File: src/rtl/subleq_ctrl_pkg.sv
// Shared definitions for the SUBLEQ sequencer: state encoding, instruction
// geometry, default entry/exit addresses and the branch rule.
package subleq_ctrl_pkg;

    localparam int         INSN_BYTES   = 3;
    localparam logic [7:0] DEF_START_PC = 8'd1;
    localparam logic [7:0] DEF_HALT_PC  = 8'd0;

    typedef enum logic [2:0] {
        S_IDLE = 3'd0,
        S_F_A  = 3'd1,
        S_F_B  = 3'd2,
        S_F_C  = 3'd3,
        S_R_A  = 3'd4,
        S_R_B  = 3'd5,
        S_WR   = 3'd6,
        S_HALT = 3'd7
    } state_t;

    // Branch on a zero or negative result. c is a signed offset, but mod-256
    // addition gives the right answer without any sign extension.
    function automatic logic [7:0] next_pc(input logic [7:0] pc,
                                           input logic [7:0] c,
                                           input logic [7:0] diff);
        logic [7:0] fall;
        fall = pc + 8'(INSN_BYTES);
        return (diff[7] || diff == 8'd0) ? fall + c : fall;
    endfunction

endpackage

File: src/rtl/subleq_ctrl_if.sv
// Host access port of the SUBLEQ sequencer. The loader is the master and
// the sequencer is the slave.
interface subleq_ctrl_if;

    logic       host_req;
    logic       host_we;
    logic [7:0] host_addr;
    logic [7:0] host_wdata;
    logic       host_gnt;
    logic [7:0] host_rdata;

    modport master (
        output host_req, host_we, host_addr, host_wdata,
        input  host_gnt, host_rdata
    );

    modport slave (
        input  host_req, host_we, host_addr, host_wdata,
        output host_gnt, host_rdata
    );

endinterface

File: src/rtl/subleq_port_mux.sv
// Selects between host and core for the single memory port. The host is
// granted only while the core is parked and no start is being issued.
module subleq_port_mux (
    input  logic       core_idle,
    input  logic       start,
    input  logic       host_req,
    input  logic       host_we,
    input  logic [7:0] host_addr,
    input  logic [7:0] host_wdata,
    input  logic [7:0] core_addr,
    input  logic [7:0] core_wdata,
    input  logic       core_we,
    output logic       host_gnt,
    output logic [7:0] mem_addr,
    output logic [7:0] mem_wdata,
    output logic       mem_we
);

    assign host_gnt = host_req & core_idle & ~start;

    always_comb begin
        mem_addr  = core_addr;
        mem_wdata = core_wdata;
        mem_we    = core_we;
        if (host_gnt) begin
            mem_addr  = host_addr;
            mem_wdata = host_wdata;
            mem_we    = host_we;
        end
    end

endmodule

File: src/rtl/subleq_ctrl.sv
// SUBLEQ sequencer: fetches A,B,C, performs mem[B] -= mem[A] and branches on
// a non-positive result. Six cycles per instruction over one memory port.
module subleq_ctrl
    import subleq_ctrl_pkg::*;
#(
    parameter logic [7:0] START_PC = DEF_START_PC,
    parameter logic [7:0] HALT_PC  = DEF_HALT_PC,
    parameter int         ICNT_W   = 16
) (
    input  logic              clk,
    input  logic              rst_n,
    input  logic              start,
    output logic              busy,
    output logic              halted,
    output logic [7:0]        pc,
    output logic [ICNT_W-1:0] icnt,
    output logic [7:0]        mem_addr,
    output logic [7:0]        mem_wdata,
    output logic              mem_we,
    input  logic [7:0]        mem_rdata,
    subleq_ctrl_if.slave      host
);

    state_t     state_q, state_d;
    logic [7:0] a, b, c, va, diff;
    logic [7:0] pc_next;
    logic [7:0] core_addr;
    logic       core_we;
    logic       core_idle;

    assign core_idle = (state_q == S_IDLE) || (state_q == S_HALT);
    assign busy      = ~core_idle;
    assign halted    = (state_q == S_HALT);
    assign pc_next   = next_pc(pc, c, diff);

    // NOTE: sequential state uses non-blocking assignments only, so every
    // register samples the values from before the edge.
    always_ff @(posedge clk or negedge rst_n) begin
        if (!rst_n) state_q <= S_IDLE;
        else        state_q <= state_d;
    end

    // NOTE: every output of this block is given a default first, so no path
    // leaves a signal unassigned and no latch is inferred.
    always_comb begin
        state_d   = state_q;
        core_addr = pc;
        core_we   = 1'b0;
        case (state_q)
            S_IDLE, S_HALT: if (start) state_d = S_F_A;
            S_F_A: state_d = S_F_B;
            S_F_B: begin
                core_addr = pc + 8'd1;
                state_d   = S_F_C;
            end
            S_F_C: begin
                core_addr = pc + 8'd2;
                state_d   = S_R_A;
            end
            S_R_A: begin
                core_addr = a;
                state_d   = S_R_B;
            end
            S_R_B: begin
                core_addr = b;
                state_d   = S_WR;
            end
            S_WR: begin
                core_addr = b;
                core_we   = 1'b1;
                state_d   = (pc_next == HALT_PC) ? S_HALT : S_F_A;
            end
            default: state_d = S_IDLE;
        endcase
    end

    always_ff @(posedge clk or negedge rst_n) begin
        if (!rst_n) begin
            pc   <= START_PC;
            icnt <= '0;
            a    <= '0;
            b    <= '0;
            c    <= '0;
            va   <= '0;
            diff <= '0;
        end else begin
            case (state_q)
                S_IDLE, S_HALT: begin
                    if (start) begin
                        pc   <= START_PC;
                        icnt <= '0;
                    end
                end
                S_F_A: a  <= mem_rdata;
                S_F_B: b  <= mem_rdata;
                S_F_C: c  <= mem_rdata;
                S_R_A: va <= mem_rdata;
                S_R_B: diff <= mem_rdata - va;
                S_WR: begin
                    pc <= pc_next;
                    if (icnt != '1) icnt <= icnt + ICNT_W'(1);
                end
                default: ;
            endcase
        end
    end

    subleq_port_mux u_port_mux (
        .core_idle  (core_idle),
        .start      (start),
        .host_req   (host.host_req),
        .host_we    (host.host_we),
        .host_addr  (host.host_addr),
        .host_wdata (host.host_wdata),
        .core_addr  (core_addr),
        .core_wdata (diff),
        .core_we    (core_we),
        .host_gnt   (host.host_gnt),
        .mem_addr   (mem_addr),
        .mem_wdata  (mem_wdata),
        .mem_we     (mem_we)
    );

    assign host.host_rdata = mem_rdata;

endmodule

File: src/flat_wrapper.sv
// flat-port wrapper written by rule: the top's interface ports become plain ports
module subleq_ctrl_flat import subleq_ctrl_pkg::*;
#(
    parameter logic [7:0] START_PC = DEF_START_PC,
    parameter logic [7:0] HALT_PC  = DEF_HALT_PC,
    parameter int         ICNT_W   = 16
)
  (clk, rst_n, start, busy, halted, pc, icnt, mem_addr, mem_wdata, mem_we, mem_rdata, host_host_req, host_host_we, host_host_addr, host_host_wdata, host_host_gnt, host_host_rdata);
  subleq_ctrl_if host_i ();
  input  logic clk;
  input  logic rst_n;
  input  logic start;
  output logic busy;
  output logic halted;
  output logic [7:0] pc;
  output logic [ICNT_W-1:0] icnt;
  output logic [7:0] mem_addr;
  output logic [7:0] mem_wdata;
  output logic mem_we;
  input  logic [7:0] mem_rdata;
  input wire logic [$bits(host_i.host_req)-1:0] host_host_req;
  input wire logic [$bits(host_i.host_we)-1:0] host_host_we;
  input wire logic [$bits(host_i.host_addr)-1:0] host_host_addr;
  input wire logic [$bits(host_i.host_wdata)-1:0] host_host_wdata;
  output wire logic [$bits(host_i.host_gnt)-1:0] host_host_gnt;
  output wire logic [$bits(host_i.host_rdata)-1:0] host_host_rdata;
  assign host_i.host_req = host_host_req;
  assign host_i.host_we = host_host_we;
  assign host_i.host_addr = host_host_addr;
  assign host_i.host_wdata = host_host_wdata;
  assign host_host_gnt = host_i.host_gnt;
  assign host_host_rdata = host_i.host_rdata;
  subleq_ctrl #(.START_PC(START_PC), .HALT_PC(HALT_PC), .ICNT_W(ICNT_W)) u_core (.clk(clk), .rst_n(rst_n), .start(start), .busy(busy), .halted(halted), .pc(pc), .icnt(icnt), .mem_addr(mem_addr), .mem_wdata(mem_wdata), .mem_we(mem_we), .mem_rdata(mem_rdata), .host(host_i));
endmodule
File: config.mk
export PLATFORM = sky130hd
export DESIGN_NAME = subleq_ctrl_flat
export DESIGN_NICKNAME = d
export VERILOG_FILES = /design/src/rtl/subleq_ctrl_pkg.sv /design/src/rtl/subleq_ctrl_if.sv /design/src/rtl/subleq_port_mux.sv /design/src/rtl/subleq_ctrl.sv /design/src/flat_wrapper.sv
export SDC_FILE = /design/constraint.sdc
export NUM_CORES = 1
export LEC_CHECK = 0
export BUFFER_PORTS_ARGS = -buffer_cell sky130_fd_sc_hd__buf_2
export CAP_MARGIN = 20
export CORE_UTILIZATION = 42
export CTS_BUF_LIST = sky130_fd_sc_hd__clkbuf_8
export CTS_CLUSTER_SIZE = 10
export DETAILED_ROUTE_END_ITERATION = 8
export GPL_TIMING_DRIVEN = 0
export PLACE_DENSITY_LB_ADDON = 0.08
export SETUP_SLACK_MARGIN = 0.4
export SYNTH_ARGS = -nofsm -noshare
export SYNTH_HDL_FRONTEND = slang
export SYNTH_SLANG_ARGS = --single-unit
File: constraint.sdc
create_clock -name clk -period 4.2 [get_ports clk]
set_clock_uncertainty 0.1 [all_clocks]
set_input_delay 0.21 -clock clk [delete_from_list [all_inputs] [get_ports clk]]
set_output_delay 0.21 -clock clk [all_outputs]
set_load 0.01 [all_outputs]
# Word level (Yosys, flattened, before mapping)
# Cells that the tools add are included.
[word_totals] reg_bits=67 input_bits=29 out_inout_bits=52 elab_cells=52
[classes] addsub=6 n_eq_ne=10 muxes=14 n_bitwise=4 reduce_logical=10
[ops] op="$mux W16" count=2
[ops] op="$mux W8" count=4
[ops] op="$pmux W16 S2" count=1
[ops] op="$pmux W8 S4" count=1
[ops] op="$pmux W3 S7" count=1
[ops] op="$add A16 B1 Y16 const B" count=1
[ops] op="$add A8 B2 Y8 const B" count=2
[ops] op="$logic_not A8 Y1" count=2
[ops] op="$ne A16 B16 Y1 const B" count=1
[ops] op="$pmux W8 S2" count=1
[ops] op="$eq A3 B3 Y1 const B" count=4
[ops] op="$add A8 B1 Y8 const B" count=1
[ops] op="$add A8 B8 Y8" count=1
[ops] op="$sub A8 B8 Y8" count=1
[ops] op="$eq A3 B2 Y1 const B" count=2
[ops] op="$mux W3" count=2
[ops] op="$reduce_or A2 Y1" count=2
[ops] op="$eq A3 B1 Y1 const B" count=1
[ops] op="$logic_not A3 Y1" count=1
[ops] op="$reduce_and A3 Y1" count=1
[ops] op="$and A1 B1 Y1" count=2
[ops] op="$logic_or A1 B1 Y1" count=2
[ops] op="$mux W1" count=2
[ops] op="$ne A2 B1 Y1 const B" count=1
[ops] op="other kinds (4)" count=5

# Logic depth before layout (Yosys ltp)
# Gate-level depths: netlist of run 1.
[depth] word_depth=6 ltp_mapped=13 ltp_nobuf=13

# By module
# A second synthesis of run 1 with hierarchy kept.
[unflattened] hier_cells=467 area_unflattened_um2=4496.8
[modules_own_cells] mod="subleq_ctrl" instances=1 cells_per_inst=447 area_each_um2=4236.6 seq_area_each_um2=1677.9
[modules_own_cells] mod="subleq_port_mux" instances=1 cells_per_inst=20 area_each_um2=260.2 seq_area_each_um2=0.0

# Least setup slack after synthesis of run 1
# Ideal clock, no wire load.
[synth_path] path_kind="register to register" from="reg u_core.pc[1]" to="reg u_core.state_q[2]" setup_ps=66 arrival_ps=3094 required_ps=4034 path_slack_ps=940 stages_incl_launch_ff=13 path_buffers=0 synth_period_minus_slack_ps=3260 path_cell_list="dfrtp_1 -> inv_1 -> ha_1 -> a21oi_2 -> nor2_1 -> xor2_1 -> ha_1 -> or3_1 -> o21ai_0 -> a21boi_1 -> or4_4 -> a2111oi_1 -> or4_1"
[synth_via] elab_chain_len=6
[synth_rtl] item="start, declared" line_no="subleq_ctrl.sv:15" rtl="output logic [7:0] pc,"
[synth_rtl] item="start signal, assigned" line_no="subleq_ctrl.sv:100" rtl="pc <= pc_next;"
[synth_rtl] item="$add A8 B2 Y8 (*)" line_no="subleq_ctrl_pkg.sv:26" rtl="fall = pc + 8'(INSN_BYTES);"
[synth_rtl] item="$add A8 B8 Y8" line_no="subleq_ctrl_pkg.sv:27" rtl="return (diff[7] || diff == 8'd0) ? fall + c : fall;"
[synth_rtl] item="$mux W8 (*)" line_no="subleq_ctrl_pkg.sv:27"
[synth_rtl] item="$logic_not A8 Y1 (*)" line_no="subleq_ctrl.sv:71" rtl="state_d = (pc_next == HALT_PC) ? S_HALT : S_F_A;"
[synth_rtl] item="$mux W3 (*)" line_no="subleq_ctrl.sv:71"
[synth_rtl] item="$pmux W3 S7 (*)" line_no="subleq_ctrl.sv:49" rtl="case (state_q)"
[synth_rtl] item="end signal, assigned" line_no="subleq_ctrl.sv:40" rtl="else state_q <= state_d;"
[synth_rtl] item="end, declared" line_no="subleq_ctrl.sv:24" rtl="state_t state_q, state_d;"
# Mark *: on every way between the ends. The rest lies on a longest branch, timed or not.
# A chain may end at the register's enable or synchronous reset.

# Worst setup path after layout of run 1
# Same ends and word-level chain as after synthesis.

==> results of run 1 <==
==> cells in the final DEF (no fill, tap or decap), drive strengths merged, types with 3 or more instances in the layout <==
cell type and instances:
a211oi 3, a21boi 3, a21o 4, a21oi 22, a221oi 3, a22o 3, a22oi 4, a31oi 3
buf 97, clkbuf 28, dfrtp 66, ha 20, inv 24, mux2 24, mux2i 10, nand2 75
nand2b 6, nand3 12, nand4 6, nor2 39, nor2b 8, nor3 11, o21ai 42, o22ai 3
o31ai 3, or3 3, or4 3, xnor2 13, xor2 20
==> power by group through the flow <==
stage | Sequential [mW] | Clock [mW] | Combinational, mW
2_1_floorplan | 1.05 | 0 | 1.47
3_3_place_gp | 1.09 | 0 | 2.01
3_5_place_dp | 1.10 | 0 | 2.04
4_1_cts | 1.09 | 0.495 | 2.06
5_1_grt | 1.12 | 0.522 | 2.33
6_report | 1.09 | 0.484 | 2.09
==> cells by family after synthesis <==
kind of cell	count (synthesis)	share of synthesized area, %
simple gates	176	19.0
xor+xnor	33	6.62
compound gates	104	14.6
mux	34	8.48
buf+inv	57	6.19
flops	67	38.4
fa+ha+maj	22	6.65
==> through the flow <==
stage / instances / utilization, %
2_1_floorplan: 493 / -
3_3_place_gp: 706 / 49.8
3_5_place_dp: 706 / 49.8
4_1_cts: 721 / 51.7
5_1_grt: 721 / 51.9
6_report: 721 / 51.9
==> timing repair <==
item | in CTS | in global routing
resized for setup | 2 | 4
gates cloned | 0 | 0
hold endpoints to repair | 66 | 0
setup endpoints to repair | 2 | 2
setup buffers | 0 | 0
hold buffers | 1 | 0
==> sequential cells by signal (all words and copies together), names as in the netlist <==
name            flops
u_core.b            8
u_core.icnt        16
u_core.state_q      3
u_core.c            8
u_core.diff         8
u_core.va           8
u_core.a            8
u_core.pc           8
==> layout make-up <==
type / instances / area (µm²)
fillers: 1001 / 4760
multi-input cells: 369 / 2450
flip-flops and latches: 67 / 1680
repair buffers: 81 / 413
plain buffers: 34 / 184
well taps: 133 / 166
clock buffers: 11 / 151
inverters: 23 / 86.3
clock inverters: 3 / 16.3
==> critical path: cells and delay by family, from the launching register on <==
kind / cells / cell delay (ps)
flops: 1 / 480
xor+xnor: 1 / 190
fa+ha+maj: 2 / 480
buf+inv: 1 / 140
compound gates: 4 / 1000
simple gates: 4 / 1160
==> metal layers <==
metal / track usage, % / vias to the layer above
met5: 0 / -
met4: 6.53 / 0
met3: 3.26 / 16
met2: 33.5 / 119
met1: 32.3 / 1837
li1: - / 1887
==> final timing paths <==
check | start | end | depth (start not counted)
max | u_core.pc[1] | u_core.state_q[2] | 12
min | mem_rdata[0] | u_core.b[0] | 2
max reg2reg | u_core.pc[1] | u_core.state_q[2] | 12
min reg2reg | u_core.diff[5] | u_core.diff[5] | 2
max in group asynchronous | rst_n | u_core.pc[1] | 2
min in group asynchronous | rst_n | u_core.state_q[0] | 2
==> synthesized netlist by cell type (3+ instances only) <==
library cell   n  area, µm²
o22ai_1        3       18.8
ha_1          20        250
a221oi_1       3       26.3
nor2b_1        8       50.1
nand4_1        6       37.5
buf_4         12       90.1
mux2i_1       10        100
a22oi_1        4       30.0
nand2_1       74        278
xnor2_1       13        114
nor3_1        11       55.1
a211oi_1       3       22.5
a21o_1         4       30.0
inv_1         23       86.3
o21ai_0       42        210
dfrtp_1       66       1650
mux2_2        24        270
or3_1          3       18.8
nand2b_1       6       37.5
a31oi_1        3       18.8
nor2_1        38        143
o31ai_1        3       22.5
a21oi_1       21        105
xor2_1        20        175
clkbuf_1      16       60.1
nand3_1       12       60.1
==> impl_metrics.tcl, run 1 <==
set metrics [dict create \
    crit_fanout 8 \
    drt_iter0_markers 209 \
    wl_met1_mm 5.60 \
    synth_ff_type "dfrtp_1" \
    final_cell_area_mm2 0.00515 \
    htreeDepth 3 \
    finalHoldViolations 0 \
    p_leak_nw 2.49 \
    total_power_mw 3.67 \
    overflow 0 \
    start_kind "register" \
    synthesis.nets 544 \
    internal_power_mw 2.02 \
    met2RoutedLength_mm 5.05 \
    maxCapViolations 0 \
    wire_per_inst_um 15.8 \
    yosysUniqueCellTypes 61 \
    area_delta_synth_final_pct 17.8 \
    powerDensity_mw_per_mm2 713 \
    clockBufferDepth 2 \
    antenna_found_initial 0 \
    routed.top_layer "met4" \
    hold_ws_ps 81.1 \
    post-place-ws_ps 269 \
    firstDrtPassIters 6 \
    met3_wirelength_um 530 \
    ys_seq_area_share_pct 38.4 \
    dp_hpwl_mm 8.52 \
    first_global_vias 3651 \
    drc 0 \
    num_vias 3859 \
    cp.arrival_ps 3790 \
    clk_latency_ps 340 \
    syn_area_mm2 0.00437 \
    ant_nets 0 \
    ir_drop_mv 0.250 \
    finalSetupViolations 0 \
    yosysWarnings 0 \
    cts_root_buffer "clkbuf_8" \
    relSlewSlack_pct 43.4 \
    rsz0062_at_grt "no" \
    clkTransAtPathRegs_ps 80 \
    die_area_mm2 0.0108 \
    grt_pass1_wl_mm 19.0 \
    cts_tree "built" \
    cts_buffers 9 \
    synth_seq_cells 67 \
    grt_max_degree 68 \
    p_sw_share_pct 44.9 \
    critical_path.max_stage_delay_ps 530 \
    die_h_um 104 \
    worstPathCellList "inv_1 > ha_1 > a21oi_2 > nor2_1 > xor2_1 > ha_1 > or3_1 > o21ai_1 > a21boi_1 > or4_4 > a2111oi_4 > or4_1" \
    port_buffers 80 \
    ys_async_sr_fraction_pct 100 \
    gp_congestion 0.899 \
    placed_area_mm2 0.00494 \
    routed_wl_mm 11.4 \
    reg2reg_slack_ps 590 \
    grt_usage_pct 22.0 \
    io_pins 81 \
    worst_pin_slew_ps 848 \
    endpoint_kind "register" \
    power.sequential.fraction_pct 29.8 \
    via_per_inst 5.35 \
    die_w_um 104 \
    worstSetupPathType "reg -> reg" \
    syn_inst 493 \
    required_ps 4380 \
    fin_crit_ps 3610 \
    cts.sinks 67 \
    drive_above_1_share_pct 25.2 \
    period_share_pct 85.9 \
    p_switching_mw 1.65 \
    cpMaxStageDelayCell "or4_4" \
    drv_slew 0 \
    path_common_cell "ha_1" \
    avgSynthCellArea_um2 8.86 \
    p_comb_share_pct 57.0 \
    p_clk_share_pct 13.2 \
    status "completed" \
    setup_slack_ps 592 \
    num_antenna_cells 0 \
    nNetsFinal 636 \
    setup_tns_ps 0 \
    core_area_mm2 0.00991 \
    start_util_pct 44.1 \
    placementRows 36 \
    min_path_type "in -> reg" \
    synth_edf_count 0 \
    fmaxAchievable_mhz 277 \
]
Note: power is estimated with default switching activity, not from simulation.
==> inputs of run 2 (changes only) <==
CORE_MARGIN = 2   (was not set)
clock period = 3.9 ns   (was 4.2 ns; I/O delays follow)
==> run 2 against run 1 <==
Sequential share of layout area fell by 0.61 points. Clock power rose by 18%. Critical path depth did not move. Utilization fell by 0.67 points. Non-clock buffer count rose by 5. Power rose by 11%. Critical endpoint is now u_core.state_q[1]. Flip-flop and latch count did not move. Combinational power rose by 11%. Die area rose by 3.9%. Routed wire length rose by 1.1%. Cell count rose by 1.4%. Sequential power rose by 6%.
==> impl_metrics.tcl, run 2 (synthesis results as in run 1) <==
set metrics [dict create \
    status "completed" \
    num_antenna_cells 0 \
    final_common_cell "buf_2" \
    worstSetupPathType "reg -> reg" \
    via_per_inst 5.17 \
    drive_above_1_share_pct 27.1 \
    area_delta_synth_final_pct 20.1 \
    dp_hpwl_mm 8.52 \
    finalHoldViolations 0 \
    cts_tree "built" \
    grt_max_degree 68 \
    required_ps 4080 \
    power.sequential.fraction_pct 28.5 \
    min_path_cells 3 \
    p_comb_share_pct 57.4 \
    firstDrtPassIters 5 \
    reg2reg_slack_ps 540 \
    grt_usage_pct 21.6 \
    start_kind "register" \
    p_sw_share_pct 44.0 \
    min_path_type "in -> reg" \
    fin_util_pct 51.3 \
    routed_wl_mm 11.5 \
    place_inst 709 \
    port_buffers 80 \
    ir_drop_mv 0.232 \
    fmaxAchievable_mhz 297 \
    placed_area_mm2 0.00494 \
    fin_crit_ps 3360 \
    cts_root_buffer "clkbuf_8" \
    maxCapViolations 0 \
    r2r-start "u_core.pc[1]" \
    wire_per_inst_um 15.7 \
    clkTransAtPathRegs_ps 70 \
    internal_power_mw 2.27 \
    clk_latency_ps 350 \
    die_w_um 106 \
    startpoint "u_core.pc[1]" \
    die_h_um 106 \
    cts_buffers 9 \
    placementRows 37 \
    htreeDepth 3 \
    cts.sinks 67 \
    period_share_pct 86.2 \
    relSlewSlack_pct 42.4 \
    p_clk_share_pct 14.1 \
    p_switching_mw 1.79 \
    first_global_vias 3603 \
    nNetsFinal 641 \
    post-place-ws_ps 17.2 \
    gp_congestion 0.872 \
    drt_iter0_markers 223 \
    rr_worst_depth 12 \
    worstSetupEndpoint "u_core.state_q[1]" \
    worst_pin_slew_ps 864 \
    ant_nets 0 \
    clockBufferDepth 2 \
    rsz0062_at_grt "no" \
    setup_tns_ps 0 \
    regMostFlops "u_core.icnt" \
    cp.arrival_ps 3540 \
    final_cell_area_mm2 0.00525 \
    r2r-end "u_core.state_q[1]" \
    final_cell_mix "81 x buf_2, 74 x nand2_1, 65 x dfrtp_1" \
    layoutNonFillerInstCount 731 \
    finalSetupViolations 0 \
    setup_slack_ps 537 \
    grt_pass1_wl_mm 18.9 \
    powerDensity_mw_per_mm2 774 \
    io_pins 81 \
    largest_register_ff_count 16 \
    start_util_pct 42.7 \
    endpoint_kind "register" \
    drc 0 \
    antenna_found_initial 0 \
    die_area_mm2 0.0112 \
    p_leak_nw 2.53 \
    overflow 0 \
    num_vias 3780 \
    drv_slew 0 \
    core_area_mm2 0.0102 \
    crit_fanout 4 \
]
run 2: area by class of cell:
cell class                 count  area (µm²)
tap                          136         170
fill                         999        4990
timing repair buffer          86         450
multi-input combinational    369        2480
clock buffer                  10         138
sequential                    67        1680
clock inverter                 6        57.6
inverter                      23        86.3
buffer                        34         185
run 2: worst min-delay path by stage:
| stage | start | end | slack (ps) |
|---|---|---|---|
| 3_5_place_dp | rst_n | u_core.a[0] | 270 |
| 6_report | mem_rdata[1] | u_core.va[1] | 50 |
| 4_1_cts | mem_rdata[1] | u_core.va[1] | 30 |
| 3_3_place_gp | u_core.c[0] | u_core.c[0] | 380 |
| 5_1_grt | mem_rdata[0] | u_core.a[0] | 60 |
| 2_1_floorplan | rst_n | u_core.a[0] | -200 |
run 2: critical path: stages, from the launching register on:
cell	delay (ps)
dfrtp_2	420
inv_2	80
ha_1	230
a21oi_4	220
nor2_1	90
xor2_2	170
ha_2	220
or3_1	380
o21ai_1	170
a21boi_1	120
or4_4	510
a2111oi_4	420
or4_1	160
run 2: layer usage:
metal	share of wire [%]	global-route usage [%]	wire [µm]	vias to the layer above
li1	-	-	-	1893
met1	49	31.6	5670	1770
met2	45	33.0	5170	106
met3	4.4	2.82	503	11
met4	1.3	7.80	145	0
met5	0	0	0	-
run 2: through the flow:
step / total power [mW] / hold slack [ps]
floorplan: 2.72 / -201
global placement: 3.34 / 384
detailed placement: 3.37 / 272
CTS: 4.03 / 33.7
global route: 4.42 / 58.5
finish: 4.06 / 45.7
run 2: power groups by stage:
stage,Combinational (mW),Sequential (mW),Clock (mW)
finish,2.33,1.16,0.572
global route,2.60,1.20,0.621
CTS,2.28,1.16,0.591
detailed placement,2.19,1.18,0
global placement,2.16,1.17,0
floorplan,1.59,1.13,0
run 2: repair_timing:
| action | CTS | global route |
|---|---|---|
| gates resized for setup | 7 | 8 |
| pin swaps | 1 | 2 |
| endpoints found under the hold margin | 66 | 0 |
| setup endpoints to repair | 2 | 2 |
| setup buffers | 3 | 2 |
| hold buffers | 1 | 0 |
==> inputs of run 3 (changes only) <==
GPL_TIMING_DRIVEN = not set   (was 0)
RECOVER_POWER = 25   (was not set)
==> run 3 against run 2 <==
Power is 1.9% lower. Worst setup slack worse by 26 ps. Count of clock-buffer cells in the layout down 1. Routed wire length is 0.18% higher. Fmax down 0.78%. Largest cell class unchanged. Critical path depth decreased by 1. Die area did not move. Cell count decreased by 3.3%. Final area fell by 3.2%. Critical endpoint unchanged. The flow now finishes with violations (capacitance limit, slew limit).
==> impl_metrics.tcl, run 3 (synthesis results as in run 1) <==
set metrics [dict create \
    post-place-ws_ps 342 \
    drt_iter0_markers 209 \
    area_delta_synth_final_pct 16.2 \
    fmaxAchievable_mhz 295 \
    layoutNonFillerInstCount 707 \
    endpoint_kind "register" \
    rsz0062_at_grt "no" \
    ant_nets 0 \
    status "finished with violations" \
    worstSetupPathType "reg -> reg" \
    drive_above_1_share_pct 21.5 \
    die_w_um 106 \
    final_cell_mix "74 x nand2_1, 65 x dfrtp_1, 54 x buf_2" \
    period_share_pct 86.9 \
    r2r-start "u_core.pc[2]" \
    cts_buffers 9 \
    hold_ws_ps 41.2 \
    cts_root_buffer "clkbuf_8" \
    worst_pin_slew_ps 2260 \
    start_kind "register" \
    clk_latency_ps 350 \
    die_h_um 106 \
    finalSetupViolations 0 \
    required_ps 4090 \
    dp_hpwl_mm 8.48 \
    startpoint "u_core.pc[2]" \
    routed_wl_mm 11.5 \
    nNetsFinal 617 \
    ir_drop_mv 0.282 \
    core_area_mm2 0.0102 \
    clockBufferDepth 2 \
    gp_congestion 0.884 \
    firstDrtPassIters 4 \
    p_leak_nw 2.37 \
    place_inst 686 \
    overflow 0 \
    setup_slack_ps 510 \
    largest_register_ff_count 16 \
    num_antenna_cells 0 \
    port_buffers 80 \
    final_common_cell "nand2_1" \
    wire_per_inst_um 16.3 \
    drv_slew 40 \
    htreeDepth 3 \
    maxCapViolations 1 \
    violations "capacitance limit, slew limit" \
    powerDensity_mw_per_mm2 785 \
    cts.sinks 67 \
    relSlewSlack_pct -50.6 \
    num_vias 3713 \
    cts_tree "built" \
    cp.arrival_ps 3580 \
    antenna_found_initial 0 \
    finalHoldViolations 0 \
    hp-start "mem_rdata[1]" \
    fin_crit_ps 3390 \
    via_per_inst 5.25 \
    grt_usage_pct 21.5 \
    first_global_vias 3602 \
    regMostFlops "u_core.icnt" \
    n_fill_cell 1027 \
    grt_pass1_wl_mm 18.7 \
    setup_tns_ps 0 \
    placementRows 37 \
    drc 0 \
    start_util_pct 42.7 \
    grt_max_degree 40 \
    clkTransAtPathRegs_ps 80 \
    crit_fanout 11 \
    io_pins 81 \
    min_path_type "in -> reg" \
    die_area_mm2 0.0112 \
    total_power_mw 3.98 \
]
## run 3: final cells by class
class	instances	area, µm²	area share, %
timing repair buffer	96	490	9.66
multi-input combinational	369	2460	48.4
clock inverter	7	70.1	1.38
tap	136	170	3.35
inverter	23	86.3	1.70
clock buffer	9	124	2.44
sequential	67	1680	33.1
## run 3: worst paths after layout
check / to / slack (ps) / cells past startpoint
worst max-delay path: u_core.state_q[1] / 510 / 11
worst min-delay path: u_core.va[1] / 40 / 3
worst max register to register: u_core.state_q[1] / 510 / 11
worst min register to register: u_core.c[0] / 410 / 2
max in group asynchronous: u_core.pc[1] / 1290 / 2
min in group asynchronous: u_core.state_q[0] / 960 / 2
## run 3: critical path: stages, from the launching register on
cell and delay [ps]:
dfrtp_1 530, ha_1 320, a21oi_4 200, nor2_1 80, xor2_1 160, ha_1 240
or3_1 370, o21ai_1 180, a21boi_1 120, or4_4 520, a2111oi_4 360, or4_1 150
## run 3: timing repair
item | in CTS | in global routing
endpoints found under the setup margin | 2 | 2
setup buffers | 0 | 3
resized for setup | 2 | 6
pin swaps | 0 | 2
hold buffers | 1 | 0
hold endpoints to repair | 37 | 0
## run 3: routing by layer
layer  wire length (µm)  part of all wire (%)  track usage (%)  vias up
li1                   -                     -                -     1851
met1               5700                    50             30.0     1772
met3                447                   3.9             3.62       10
met4                157                   1.4             7.61        0
met2               5200                    45             34.0       80
met5                  0                     0                0        -
## run 3: stage by stage
step	area, µm²	utilization, %
global route	5080	49.6
finish	5080	49.6
global placement	4840	47.3
CTS	5040	49.3
detailed placement	4840	47.3
floorplan	4370	-
## run 3: report_power, final
group          total [mW]  switching [mW]  internal [mW]  leakage [nW]
Combinational        2.21            1.26          0.958          1.44
Clock               0.571           0.278          0.292        0.0926
Sequential           1.20           0.236          0.962         0.842
Total                3.98            1.77           2.21          2.37
